**config.mk**
```make
export PLATFORM = sky130hd
export DESIGN_NAME = ifetch_unit_flat
export DESIGN_NICKNAME = d
export VERILOG_FILES = /design/src/rtl/ifetch_unit_if.sv /design/src/rtl/ifetch_unit.sv /design/src/flat_wrapper.sv
export SDC_FILE = /design/constraint.sdc
export NUM_CORES = 1
export LEC_CHECK = 0
export CAP_MARGIN = 5
export CORE_MARGIN = 5
export CORE_UTILIZATION = 47
export CTS_CLUSTER_SIZE = 30
export DETAILED_ROUTE_END_ITERATION = 12
export PLACE_DENSITY = 0.85
export SLEW_MARGIN = 10
export SYNTH_ARGS = -nofsm -noshare
export SYNTH_HDL_FRONTEND = slang
export SYNTH_SLANG_ARGS = --single-unit
```
**constraint.sdc**
```tcl
create_clock -name clock -period 5.36 [get_ports clock]
set_clock_uncertainty 0.05 [all_clocks]
set_input_delay 0.536 -clock clock [delete_from_list [all_inputs] [get_ports clock]]
set_output_delay 0.536 -clock clock [all_outputs]
set_load 0.02 [all_outputs]
```
**src/rtl/ifetch_unit_if.sv**
```systemverilog
// Instruction-memory request/acknowledge bus between ifetch_unit and imem.
// master = fetch unit, slave = instruction memory.
interface ifetch_unit_if #(
  parameter int ADDR_W = 14
) ();
  logic              imem_req;
  logic [ADDR_W-1:0] imem_addr;
  logic              imem_ack;
  logic [31:0]       imem_rdata;

  modport master (
    output imem_req, imem_addr,
    input  imem_ack, imem_rdata
  );

  modport slave (
    input  imem_req, imem_addr,
    output imem_ack, imem_rdata
  );
endinterface

```
**src/rtl/ifetch_unit.sv**
```systemverilog
// MIPS instruction fetch stage: PC, imem handshake, next-PC select.
// Optional IFETCH_ALIGN_CHECK_EN: misaligned jr halts fetch, sets AddrErr.
module ifetch_unit #(
  parameter logic [31:0] RESET_PC = 32'h0000_0000,
  parameter int          ADDR_W   = 14
) (
  input  logic         clock,
  input  logic         rst_n,
  input  logic         Branch,
  input  logic         nBranch,
  input  logic         Jmp,
  input  logic         Jal,
  input  logic         Jr,
  input  logic         Zero,
  input  logic [31:0]  Imme,
  input  logic [31:0]  Jr_target,
  input  logic         Stall,
  ifetch_unit_if.master imem,
  output logic [31:0]  Instruction,
  output logic         Inst_valid,
  output logic [4:0]   Rs,
  output logic [4:0]   Rt,
  output logic [4:0]   Rd,
  output logic [31:0]  PC,
  output logic [31:0]  PC_plus_4,
  output logic         AddrErr
);

  typedef enum logic [1:0] {
    S_RST,
    S_FETCH,
    S_VALID,
    S_HALT
  } state_e;

  state_e      state_q, state_d;
  logic [31:0] pc_q, pc_d;
  logic [31:0] instr_q, instr_d;
  logic [31:0] pc4;
  logic [31:0] jr_tgt;
  logic [31:0] npc;
  logic        taken;
  logic        req;
  logic        valid;

`ifdef IFETCH_ALIGN_CHECK_EN
  logic        err_q, err_d;
  logic        misalign;

  assign jr_tgt   = Jr_target;
  assign misalign = Jr && (Jr_target[1:0] != 2'b00);
  assign AddrErr  = err_q;
`else
  assign jr_tgt   = Jr_target & ~32'h3;
  assign AddrErr  = 1'b0;
`endif

  assign pc4   = pc_q + 32'd4;
  assign taken = (Branch & Zero) | (nBranch & ~Zero);

  always_comb begin
    npc = pc4;
    if (Jr)
      npc = jr_tgt;
    else if (Jmp || Jal)
      npc = {pc4[31:28], instr_q[25:0], 2'b00};
    else if (taken)
      npc = pc4 + (Imme << 2);
  end

  always_comb begin
    state_d = state_q;
    pc_d    = pc_q;
    instr_d = instr_q;
    req     = 1'b0;
    valid   = 1'b0;
`ifdef IFETCH_ALIGN_CHECK_EN
    err_d   = err_q;
`endif
    unique case (state_q)
      S_RST: state_d = S_FETCH;
      S_FETCH: begin
        req = 1'b1;
        if (imem.imem_ack) begin
          instr_d = imem.imem_rdata;
          state_d = S_VALID;
        end
      end
      S_VALID: begin
        valid = 1'b1;
        if (!Stall) begin
`ifdef IFETCH_ALIGN_CHECK_EN
          if (misalign) begin
            err_d   = 1'b1;
            state_d = S_HALT;
          end else begin
            pc_d    = npc;
            state_d = S_FETCH;
          end
`else
          pc_d    = npc;
          state_d = S_FETCH;
`endif
        end
      end
      S_HALT: state_d = S_HALT;
      default: state_d = S_RST;
    endcase
  end

  always_ff @(posedge clock or negedge rst_n) begin
    if (!rst_n) begin
      state_q <= S_RST;
      pc_q    <= RESET_PC;
      instr_q <= '0;
`ifdef IFETCH_ALIGN_CHECK_EN
      err_q   <= 1'b0;
`endif
    end else begin
      state_q <= state_d;
      pc_q    <= pc_d;
      instr_q <= instr_d;
`ifdef IFETCH_ALIGN_CHECK_EN
      err_q   <= err_d;
`endif
    end
  end

  assign imem.imem_req  = req;
  assign imem.imem_addr = pc_q[ADDR_W+1:2];

  assign Instruction = instr_q;
  assign Inst_valid  = valid;
  assign Rs          = instr_q[25:21];
  assign Rt          = instr_q[20:16];
  assign Rd          = instr_q[15:11];
  assign PC          = pc_q;
  assign PC_plus_4   = pc4;

endmodule
```
**src/flat_wrapper.sv**
```systemverilog
// flat-port wrapper written by rule: the top's interface ports become plain ports
module ifetch_unit_flat 
#(
  parameter logic [31:0] RESET_PC = 32'h0000_0000,
  parameter int          ADDR_W   = 14
)
  (clock, rst_n, Branch, nBranch, Jmp, Jal, Jr, Zero, Imme, Jr_target, Stall, Instruction, Inst_valid, Rs, Rt, Rd, PC, PC_plus_4, AddrErr, imem_imem_req, imem_imem_addr, imem_imem_ack, imem_imem_rdata);
  ifetch_unit_if #(.ADDR_W(ADDR_W)) imem_i ();
  input  logic clock;
  input  logic rst_n;
  input  logic Branch;
  input  logic nBranch;
  input  logic Jmp;
  input  logic Jal;
  input  logic Jr;
  input  logic Zero;
  input  logic [31:0] Imme;
  input  logic [31:0] Jr_target;
  input  logic Stall;
  output logic [31:0] Instruction;
  output logic Inst_valid;
  output logic [4:0] Rs;
  output logic [4:0] Rt;
  output logic [4:0] Rd;
  output logic [31:0] PC;
  output logic [31:0] PC_plus_4;
  output logic AddrErr;
  output wire logic [$bits(imem_i.imem_req)-1:0] imem_imem_req;
  output wire logic [$bits(imem_i.imem_addr)-1:0] imem_imem_addr;
  input wire logic [$bits(imem_i.imem_ack)-1:0] imem_imem_ack;
  input wire logic [$bits(imem_i.imem_rdata)-1:0] imem_imem_rdata;
  assign imem_imem_req = imem_i.imem_req;
  assign imem_imem_addr = imem_i.imem_addr;
  assign imem_i.imem_ack = imem_imem_ack;
  assign imem_i.imem_rdata = imem_imem_rdata;
  ifetch_unit #(.RESET_PC(RESET_PC), .ADDR_W(ADDR_W)) u_core (.clock(clock), .rst_n(rst_n), .Branch(Branch), .nBranch(nBranch), .Jmp(Jmp), .Jal(Jal), .Jr(Jr), .Zero(Zero), .Imme(Imme), .Jr_target(Jr_target), .Stall(Stall), .imem(imem_i), .Instruction(Instruction), .Inst_valid(Inst_valid), .Rs(Rs), .Rt(Rt), .Rd(Rd), .PC(PC), .PC_plus_4(PC_plus_4), .AddrErr(AddrErr));
endmodule
```
# [Word level (Yosys, flattened, before mapping)]
# Cells that the tools add are included.
[word_totals] reg_bits=66 elab_cells=28
[op_classes] add_sub_neg=2 eq_ne=5 n_mux=8 bitwise=5 n_reduce_logical=5
[ops] cell="two-way mux 32 bit" count=3
[ops] cell="adder 32 x 3 -> 32 bit, second input constant" count=1
[ops] cell="adder 32 bit" count=1
[ops] cell="case mux 2 bit (4 select lines)" count=1
[ops] cell="AND reduction 2 bit" count=3
[ops] cell="equality test 2 bit, second input constant" count=2
[ops] cell="two-way mux 2 bit" count=2
[ops] cell="!= test 2 bit, second input constant" count=2
[ops] cell="AND 1 bit" count=2
[ops] cell="equality test 2 x 1 -> 1 bit, second input constant" count=1
[ops] cell="zero test 2 bit" count=1
[ops] cell="two-way mux 1 bit" count=2
[ops] cell="NOT 1 bit" count=2
[ops] cell="logical OR 1 bit" count=1
[ops] cell="OR 1 bit" count=1

# [Longest topological paths before layout]
[logic_depth] depth_word=6 mapped_depth=17

# [Worst setup path after synthesis]
# OpenSTA, ideal clock, no wires.
[synth_timing] path_type="register to register" start="register u_core.pc_q[3] (netlist: u_core.PC[3])" end="register u_core.pc_q[29] (netlist: u_core.PC[29])" setup_ns=0.065 t_arrival_ns=4.029 required_time_ns=5.245 path_slack_ns=1.215 path_stages_with_launch=18 path_buffers=1 period_less_slack_ns=4.145 path_cell_list="dfrtp_1 ha_1 nand4_1 or2_1 nor2_1 nand3_1 xnor2_1 ha_1 buf_2 a211oi_2 nor2_1 o31a_1 a211o_1 nor2_1 o21ai_0 a31oi_1 mux2_2 nand2_1"
[synth_between] elab_chain_cells=5
[synth_rtl] element="start: declaration" line="ifetch_unit.sv:37" source="logic [31:0] pc_q, pc_d;"
[synth_rtl] element="start signal: assignment" line="ifetch_unit.sv:121" source="pc_q <= pc_d;"
[synth_rtl] element="adder 32 x 3 -> 32 bit" line="ifetch_unit.sv:58" source="assign pc4 = pc_q + 32'd4;"
[synth_rtl] element="named net PC_plus_4[18]" line="flat_wrapper.sv:26" source="output logic [31:0] PC_plus_4;"
[synth_rtl] element="adder 32 bit" line="ifetch_unit.sv:68" source="npc = pc4 + (Imme << 2);"
[synth_rtl] element="two-way mux 32 bit" line="ifetch_unit.sv:67" source="else if (taken)"
[synth_rtl] element="two-way mux 32 bit" line="ifetch_unit.sv:65" source="else if (Jmp || Jal)"
[synth_rtl] element="two-way mux 32 bit" line="ifetch_unit.sv:63" source="if (Jr)"
# The timed path passes the listed nets, and every way through them passes these cells.
# A chain may end at the register's enable or synchronous reset.

# [Final worst setup path]
[layout_timing] start="register u_core.pc_q[2] (netlist: u_core.PC[2])" end="register u_core.pc_q[31] (netlist: u_core.PC[31])"
[layout_between] elab_chain_cells=5
[layout_rtl] element="adder 32 x 3 -> 32 bit *" line="ifetch_unit.sv:58"
[layout_rtl] element="adder 32 bit" line="ifetch_unit.sv:68"
[layout_rtl] element="two-way mux 32 bit" line="ifetch_unit.sv:67"
[layout_rtl] element="two-way mux 32 bit *" line="ifetch_unit.sv:65"
[layout_rtl] element="two-way mux 32 bit *" line="ifetch_unit.sv:63"
# Every way passes the cells marked *; elsewhere a longest branch is shown, timed or not.

==> run metrics <==
status finished clean; DRT Wirelength 19,700 um; Area contributors post-synth dfrtp_1 (29%), ha_1 (8.1%), mux2_2 (7.1%), buf_4 (4.7%), nand2_1 (4.7%); #FFs+latches synth 64; CP endpoint kind register; met3 usage 5.92%; Post-Layout Inst Area 7990 um^2; top_reg_cell synth dfrtp_1; layer with the highest usage met2; Final period util 78.5%; vias per std cell 5.83; die height 119 um; ANT cells 0; critical path launch point u_core.PC[2]; GR Overflow Total 0; final hold vios 0; GR met1 Demand/Resource 36.1%; Yosys cell types 68; top post-synthesis cells by count nand2_1 (70), dfrtp_1 (64), nor2_1 (57); Root Driver clkbuf_16; nets 981; Total Power 0.00476 W; top-count cell post-synth nand2_1; maximum VDD drop 0.000414 V; CTS Buffer Depth 2; pin count of the biggest net entering global routing 65; Rows 39; GRT Resource Usage Total 27.1%; CTS tree yes; yosys warns 0; r2r worst-path depth 16; post-synth top area cell dfrtp_1; DR WL/cell 20.0 um; Final Util 69.3%; static leakage 3.37 nW; clk_lat worst skew 330 ps; EDFF count, synth 0; fin crit period 4210 ps; Startpoint Class register; CTS sink cnt 64; setup total negative slack 0 ps; CP endpoint u_core.PC[31]; measured slew at the worst slew-check pin 826 ps; Max-slew headroom 44.9%; cts bufs inserted 9; Syn-to-layout area delta 43.1%; cell count after synthesis 655; met2 Use GR 44.0%; RePlAce Congestion 0.905; DRT Pass-1 Iters 5; asr flop ratio synth 100%; share of cells above drive strength 1 9.62%; RSZ-0062 raised after global routing false; Residual DRC 0; HPWL after detailed placement 15,600 um; Worst-path clk slew 60 ps; critical path's slowest cell xnor2_1; CP required 5580 ps; Avg Inst Size Synth 8.52 um^2; CP Cell Sequence ha_1, nand4_1, or2_1, nor3_4, nand3_1, xnor2_1, ha_1, a21oi_1, nor2b_1, o21ai_0, o211ai_1, a21oi_1, and4_1, nor3_1, o311ai_1, o21a_1; Critical Path Max Stage Delay 470 ps; IO buf count 224; postcts setup bufs 0; max-slew violation count 0; worst hold-check path type in -> async; global-route wire length before repair 31,100 um; cts hold-fix bufs 0; Post-Synthesis Cell Area 5580 um^2; RR Startpoint u_core.PC[2]; I/O pins 234; Area after DPL 7690 um^2; r2r setup slk 1150 ps; Die X 119 um; cts repair resizes 0; WP data arrival 4430 ps; die area 14,100 um^2; core footprint 11,500 um^2; f_max 238 MHz; pwr dens 596 nW/um^2; initial antenna violation count 0; # Max-Cap Violations 0; Starting Density 48.4%; DR iter-0 viols 472; H-tree depth 3; WS Path Type reg -> reg; worst flop-to-flop path endpoint u_core.PC[31]; Worst Path Max Fanout 6; Antenna Nets Post-Route 0; share of the synthesized area in the top cell type 28.7%; total number of vias 5,747; Setup-failing EPs final 0; vias in the first global route 5,795; post-synthesis sequential area ratio 28.7%
[metal layers]
layer  vias to the layer above  share of wire, %
li1                       2699                 -
met3                        39               9.0
met4                         0               2.4
met2                       304                47
met5                         -                 0
met1                      2705                42
[worst min path at each step]
stage	to	slack [ps]	cells past startpoint
floorplan	u_core.Instruction[0]	190	0
global placement	u_core.Instruction[31]	440	1
detailed placement	u_core.Instruction[29]	450	1
CTS	u_core.Instruction[29]	370	2
global route	u_core.Instruction[29]	430	2
finish	u_core.Instruction[29]	330	2
[worst max-delay path, delay by kind of cell, from the launching register on]
kind | cells | cell delay, ps
simple gates | 7 | 1290
fa+ha+maj | 2 | 690
compound gates | 6 | 1210
flops | 1 | 450
xor+xnor | 1 | 470
[metrics by stage]
| stage | worst slack (ps) | hold slack (ps) | std cells |
|---|---|---|---|
| final | 1150 | 326 | 985 |
| after global routing | 861 | 427 | 985 |
| after CTS | 1240 | 369 | 985 |
| after detailed placement | 1260 | 448 | 970 |
| after global placement | 1330 | 438 | 970 |
| after floorplan | 1220 | 190 | 659 |
[placed cells by master (no fill, tap or decap), drive strengths merged, types with 5 or more instances in the layout]
cell / n
ha: 36
o21a: 6
nor2b: 8
dfrtp: 64
nand3: 26
o21ai: 48
o211ai: 7
inv: 10
buf: 7
o31ai: 6
and3: 20
nor2: 58
a21oi: 50
mux2: 35
xor2: 20
a311oi: 5
conb: 5
o21bai: 5
a211oi: 12
nor3: 5
xnor2: 30
clkdlybuf4s50: 223
clkbuf: 10
a21o: 8
nand2: 70
a31oi: 10
[power breakdown]
part | switching [W] | internal (W) | total (W)
sequential | 0.000308 | 0.000695 | 0.00100
combinational | 0.00172 | 0.00146 | 0.00318
clock | 0.000208 | 0.000369 | 0.000577
[flip-flops by register name, indices dropped and copies added, names as in the netlist]
signal and cells:
u_core.state_q 2, u_core.PC 30, u_core.Instruction 32
[cells by family (layout without fill, tap and decap cells)]
group / after synthesis / count (layout) / share of synthesized area [%]
simple gates: 207 / 207 / 17.8
xor+xnor: 50 / 50 / 7.85
compound gates: 187 / 187 / 22.4
fa+ha+maj: 37 / 37 / 8.43
buf+inv: 72 / 255 / 7.36
other cells: 1 / 5 / 0.0672
mux: 37 / 37 / 7.42
flops: 64 / 64 / 28.7
[layout make-up]
type                       instances  area, um^2
inverter                          10        37.5
clock buffer                      10         239
tap                              143         179
clock inverter                     5        57.6
multi-input combinational        523        3590
timing repair buffer             230        2280
fill                             879        3530
sequential                        64        1600
Power figures use the tool's default switching activity.
